File: src/rtl/riscv_pkg.sv
// riscv_pkg: opcode and aluOp encodings shared by the decode stage
package riscv_pkg;
  localparam logic [6:0] OP_R      = 7'b0110011;
  localparam logic [6:0] OP_IMM    = 7'b0010011;
  localparam logic [6:0] OP_LOAD   = 7'b0000011;
  localparam logic [6:0] OP_STORE  = 7'b0100011;
  localparam logic [6:0] OP_BRANCH = 7'b1100011;
  localparam logic [1:0] ALUOP_ADD = 2'b00;
  localparam logic [1:0] ALUOP_BR  = 2'b01;
  localparam logic [1:0] ALUOP_R   = 2'b10;
  localparam logic [1:0] ALUOP_I   = 2'b11;
  typedef struct packed {
    logic [1:0] alu_op;
    logic       alu_src;
    logic       mem_read;
    logic       mem_write;
    logic       branch;
    logic       mem_to_reg;
    logic       reg_write;
  } ctrl_t;
endpackage

File: src/rtl/regfile.sv
// regfile: 32x32 register file, x0 hardwired to zero, write-back bypass on both read ports
module regfile (
  input  logic        clk,
  input  logic        reset,
  input  logic [4:0]  ra1,
  input  logic [4:0]  ra2,
  input  logic        we,
  input  logic [4:0]  wa,
  input  logic [31:0] wd,
  output logic [31:0] rd1,
  output logic [31:0] rd2
);
  logic [31:0] regs [32];
  logic        wr;
  assign wr  = we && wa != 5'd0;
  assign rd1 = ra1 == 5'd0 ? '0 : (wr && wa == ra1) ? wd : regs[ra1];
  assign rd2 = ra2 == 5'd0 ? '0 : (wr && wa == ra2) ? wd : regs[ra2];
  always_ff @(posedge clk)
    if (reset)
      for (int i = 0; i < 32; i++) regs[i] <= '0;
    else if (wr)
      regs[wa] <= wd;
endmodule

File: src/rtl/id_stage.sv
// id_stage: instruction decode, immediate generation, register read and load-use stall
module id_stage
  import riscv_pkg::*;
(
  input  logic        clk,
  input  logic        reset,
  input  logic [31:0] instr,
  input  logic [31:0] pc_in,
  input  logic        flush,
  input  logic        ex_memRead,
  input  logic [4:0]  ex_rd,
  input  logic        wb_regWrite,
  input  logic [4:0]  wb_rd,
  input  logic [31:0] wb_data,
  output logic [31:0] pc_out,
  output logic [31:0] reg_data1,
  output logic [31:0] reg_data2,
  output logic [4:0]  rs1,
  output logic [4:0]  rs2,
  output logic [4:0]  rd,
  output logic [1:0]  aluOp,
  output logic        aluSrc,
  output logic        memRead,
  output logic        memWrite,
  output logic        branch,
  output logic        memtoReg,
  output logic        regWrite,
  output logic [2:0]  funct3,
  output logic [6:0]  funct7,
  output logic [31:0] imm,
  output logic        pc_write,
  output logic        if_id_write,
  output logic [31:0] stall_count
);
  logic [6:0]  op;
  ctrl_t       dec, ctrl;
  logic        hazard, stall;
  logic [31:0] stall_q;
  assign op     = instr[6:0];
  assign rs1    = instr[19:15];
  assign rs2    = instr[24:20];
  assign rd     = instr[11:7];
  assign funct3 = instr[14:12];
  assign funct7 = instr[31:25];
  assign pc_out = pc_in;
  regfile u_rf (
    .clk(clk), .reset(reset), .ra1(rs1), .ra2(rs2),
    .we(wb_regWrite), .wa(wb_rd), .wd(wb_data), .rd1(reg_data1), .rd2(reg_data2)
  );
  always_comb begin
    dec = '0;
    case (op)
      OP_R:      dec = '{ALUOP_R,   1'b0, 1'b0, 1'b0, 1'b0, 1'b0, 1'b1};
      OP_IMM:    dec = '{ALUOP_I,   1'b1, 1'b0, 1'b0, 1'b0, 1'b0, 1'b1};
      OP_LOAD:   dec = '{ALUOP_ADD, 1'b1, 1'b1, 1'b0, 1'b0, 1'b1, 1'b1};
      OP_STORE:  dec = '{ALUOP_ADD, 1'b1, 1'b0, 1'b1, 1'b0, 1'b0, 1'b0};
      OP_BRANCH: dec = '{ALUOP_BR,  1'b0, 1'b0, 1'b0, 1'b1, 1'b0, 1'b0};
      default:   dec = '0;
    endcase
  end
  always_comb
    imm = (op == OP_LOAD || op == OP_IMM) ? {{20{instr[31]}}, instr[31:20]} :
          op == OP_STORE  ? {{20{instr[31]}}, instr[31:25], instr[11:7]} :
          op == OP_BRANCH ? {{19{instr[31]}}, instr[31], instr[7], instr[30:25], instr[11:8], 1'b0} :
          '0;
  // rs2 is compared for every opcode; a spurious stall is harmless
  assign hazard      = ex_memRead && ex_rd != 5'd0 && (ex_rd == rs1 || ex_rd == rs2);
  assign stall       = hazard && !flush && !reset;
  assign ctrl        = (stall || flush || reset) ? '0 : dec;
  assign pc_write    = !stall;
  assign if_id_write = !stall;
  assign {aluOp, aluSrc, memRead, memWrite, branch, memtoReg, regWrite} = ctrl;
  assign stall_count = stall_q;
  always_ff @(posedge clk)
    if (reset)
      stall_q <= '0;
    else if (stall && stall_q != '1)
      stall_q <= stall_q + 32'd1;
endmodule

File: config.mk
export PLATFORM = sky130hd
export DESIGN_NAME = id_stage
export DESIGN_NICKNAME = d
export VERILOG_FILES = /design/src/rtl/riscv_pkg.sv /design/src/rtl/regfile.sv /design/src/rtl/id_stage.sv
export SDC_FILE = /design/constraint.sdc
export NUM_CORES = 2
export LEC_CHECK = 0
export CAP_MARGIN = 25
export CELL_PAD_IN_SITES_DETAIL_PLACEMENT = 1
export CELL_PAD_IN_SITES_GLOBAL_PLACEMENT = 2
export CORE_UTILIZATION = 48
export CTS_CLUSTER_DIAMETER = 60
export DETAILED_ROUTE_END_ITERATION = 8
export PLACE_DENSITY_LB_ADDON = 0.1
export SLEW_MARGIN = 10
export SYNTH_ARGS = -nofsm -noshare
export SYNTH_HDL_FRONTEND = slang
export SYNTH_SLANG_ARGS = --single-unit
File: constraint.sdc
create_clock -name clk -period 9.93 [get_ports clk]
set_input_delay 1.4895 -clock clk [delete_from_list [all_inputs] [get_ports clk]]
set_output_delay 1.4895 -clock clk [all_outputs]
set_load 0.01 [all_outputs]
==> results.yml <==
run_status:
  status: "complete, but fails checks"
  violations: "design-rule violations"
clock_network:
  clock_path_buffers: 3
  path_clk_slew_ns: 0.05
  cts_resized: 0
  cts_setup_buffers: 0
  cts_tree: "done"
  cts.sinks: 1056
  root_buffer: "clkbuf_16"
  clkLatencyLatePin_ns: 0.73
  numCtsBuffers: 121
  cts_max_level: 3
  hold_buffers: 0
synthesis:
  yosys.area.top_type: "edfxtp_1"
  ys_types: 61
  muxShareOfSynthArea_pct: 22.78
  synth.top_cell.area_share_pct: 53.08
  synthTopCellsByArea: "edfxtp_1, mux4_2, and2_1, mux2i_1, clkbuf_1"
  synth_simple_gate_area_share_pct: 13.34
  synth_top_family_by_area: "multiplexers"
  synth-seq-area-share_pct: 54.18
  avgSynthCellArea_sq_um: 14.56
  synth_xor_area_share_pct: 0.2873
  synthAdderAreaFrac_pct: 0.02160
  syn_area_sq_um: 57930
  synth-compound-area-share_pct: 4.795
  ys_ff_latch: 1056
  synth_edf_count: 1024
  synth_flop_cell: "edfxtp_1"
  synth_cells: 3979
  yosys_warnings: 0
  async_flop_share_pct: 0
floorplan:
  die_h_microns: 349.4
  die-area_sq_um: 122100
  std_cell_rows: 127
  die_x_microns: 349.4
  core_sq_um: 119800
  start_util_pct: 48.35
  ioPinCount: 306
place:
  portBuffers: 235
  place_congestion: 0.8958
  dpl.hpwl_mm: 124.5
sta:
  finalCriticalPeriod_ns: 6.873
  drv_slew: 0
  setup_tns_ns: 0
  slew_headroom_pct: 22.88
  rsz0062_at_grt: "no"
  setup_viol: 0
  period_share_pct: 69.22
  worst_slew_pin_slew_ns: 1.152
  finClkSkew_ns: 0.02979
  fmax_mhz: 145.5
  hold_viol_final: 0
grt:
  grt_first_pass_wirelength_mm: 301.6
  grt_max_degree: 100
  grt_pass1_vias: 40327
  grt_overflow: 0
  grt_util_met1_pct: 46.74
  grt_usage_pct: 35.24
  top_usage_layer: "met2"
  grtUsageMet3_pct: 6.857
  use_met2_pct: 56.43
  antenna_found_initial: 16
pwr:
  power_frac_seq_pct: 46.7
  clkPwrFrac_pct: 39.9
  switching_share_pct: 25.65
  power_frac_comb_pct: 13.3
  p_int_w: 0.008365
  leakagePower_nw: 22.17
  peakVddDrop_mv: 0.1502
  p_switching_w: 0.002887
  power_density_nw_per_um2: 171.5
finish:
  fillers: 11238
  final_util_pct: 54.76
  final_common_cell: "edfxtp_1"
  final_cell_mix: "edfxtp_1, and2_1, mux4_2, clkdlybuf4s50_1, mux2i_1"
  finalNetCount: 4132
  area_delta_synth_final_pct: 13.26
  layout-drive-gt1-share_pct: 23.17
setup_path:
  critical_path_required_ns: 8.44
  end_kind: "primary output"
  critical_path_class: "input pin to primary output"
  arrival_ns: 5.38
  cp-start-kind: "input pin"
  path_max_fanout: 32
drt:
  drt_iter0_markers: 5105
  drt_wl_total_mm: 214.8
  vias: 38968
  drtPass1Iterations: 8
  drc: 4
  drtAntennaViolNets: 0
  vias_per_cell: 6.791
  wl_per_cell_microns: 37.44
job:
  cap_violations: 0
min_path:
  hold_path.class: "flop to flop"
==> logic make-up after synthesis <==
| kind of cell | after synthesis |
|---|---|
| buffers and inverters | 524 |
| other | 1 |
| flip-flops | 1056 |
| AND/OR/NAND/NOR | 1297 |
| XOR/XNOR | 19 |
| multiplexers | 684 |
| AO/OA/AOI/OAI | 397 |
| adder cells (fa/ha/maj) | 1 |
==> sequential cells by signal (all words and copies together) (netlist names) <==
register     cells
stall_count     32
u_rf.regs     1024
==> power groups by stage <==
stage,clock (W),sequential [W],combinational (W)
detailed placement,0,0.00535,0.00147
finish,0.00449,0.00526,0.00150
global route,0.00468,0.00528,0.00154
global placement,0,0.00531,0.00145
CTS,0.00452,0.00525,0.00148
floorplan,0,0.00530,0.000887
==> through the flow <==
| step | setup slack [ns] | instances | power [W] | hold slack, ns | area, sq um |
|---|---|---|---|---|---|
| floorplan | 4.561 | 4010 | 0.006182 | 0.5084 | 58050 |
| global placement | 2.763 | 5494 | 0.006763 | 0.4802 | 61440 |
| detailed placement | 3.097 | 5502 | 0.006819 | 0.5090 | 61570 |
| CTS | 3.067 | 5723 | 0.01126 | 0.5165 | 65490 |
| global route | 2.945 | 5731 | 0.01150 | 0.5557 | 65600 |
| finish | 3.057 | 5738 | 0.01125 | 0.5200 | 65610 |
==> worst max-delay path: stages <==
cell,delay (ns)
clkdlybuf4s50_1,0.57
or3_4,0.58
o31ai_2,0.31
or4_4,0.25
o21ai_4,0.05
buf_4,0.35
a211oi_1,0.96
a221o_1,0.24
clkdlybuf4s50_1,0.55
==> cell type report <==
cell class / instances / area [sq um] / area share [%]
Timing Repair Buffer: 395 / 3729 / 5.683
Sequential cell: 1056 / 31390 / 47.84
Antenna cell: 8 / 20.02 / 0.03051
Tap cell: 1612 / 2017 / 3.074
Multi-Input combinational cell: 2430 / 24480 / 37.30
Clock buffer: 154 / 3274 / 4.990
Clock inverter: 67 / 645.6 / 0.9840
Inverter: 16 / 62.56 / 0.09535
==> final timing paths <==
kind / start / to / slack, ns / depth (start not counted)
min reg2reg: stall_count[29] / stall_count[29] / 0.52 / 2
min: stall_count[29] / stall_count[29] / 0.52 / 2
max: wb_rd[3] / reg_data1[15] / 3.06 / 9
max reg2reg: stall_count[17] / stall_count[10] / 7.44 / 5
==> synthesized netlist by cell type (6+ instances only) <==
cell / number
a211oi_1: 62
a21oi_1: 68
a221o_1: 44
a221oi_1: 43
a22oi_1: 37
a31oi_1: 6
and2_1: 959
and3_1: 8
buf_1: 15
buf_2: 79
buf_4: 101
buf_6: 27
clkbuf_1: 285
dfxtp_1: 32
edfxtp_1: 1024
inv_1: 16
mux2_2: 14
mux2i_1: 164
mux4_2: 506
nand2_1: 56
nand3_1: 20
nand4_1: 9
nor2_1: 76
nor2b_1: 43
nor3_1: 76
o21ai_0: 88
o31ai_1: 18
or3_1: 6
or4_1: 19
xnor2_1: 14
==> routing by layer <==
layer / vias up / part of all wire, % / routed length (microns)
li1: 15327 / - / -
met1: 20743 / 38 / 81880
met2: 2391 / 47 / 101500
met3: 505 / 9.5 / 20500
met4: 2 / 5.1 / 10910
met5: - / 0.0061 / 13
(Power assumes the default switching activity.)
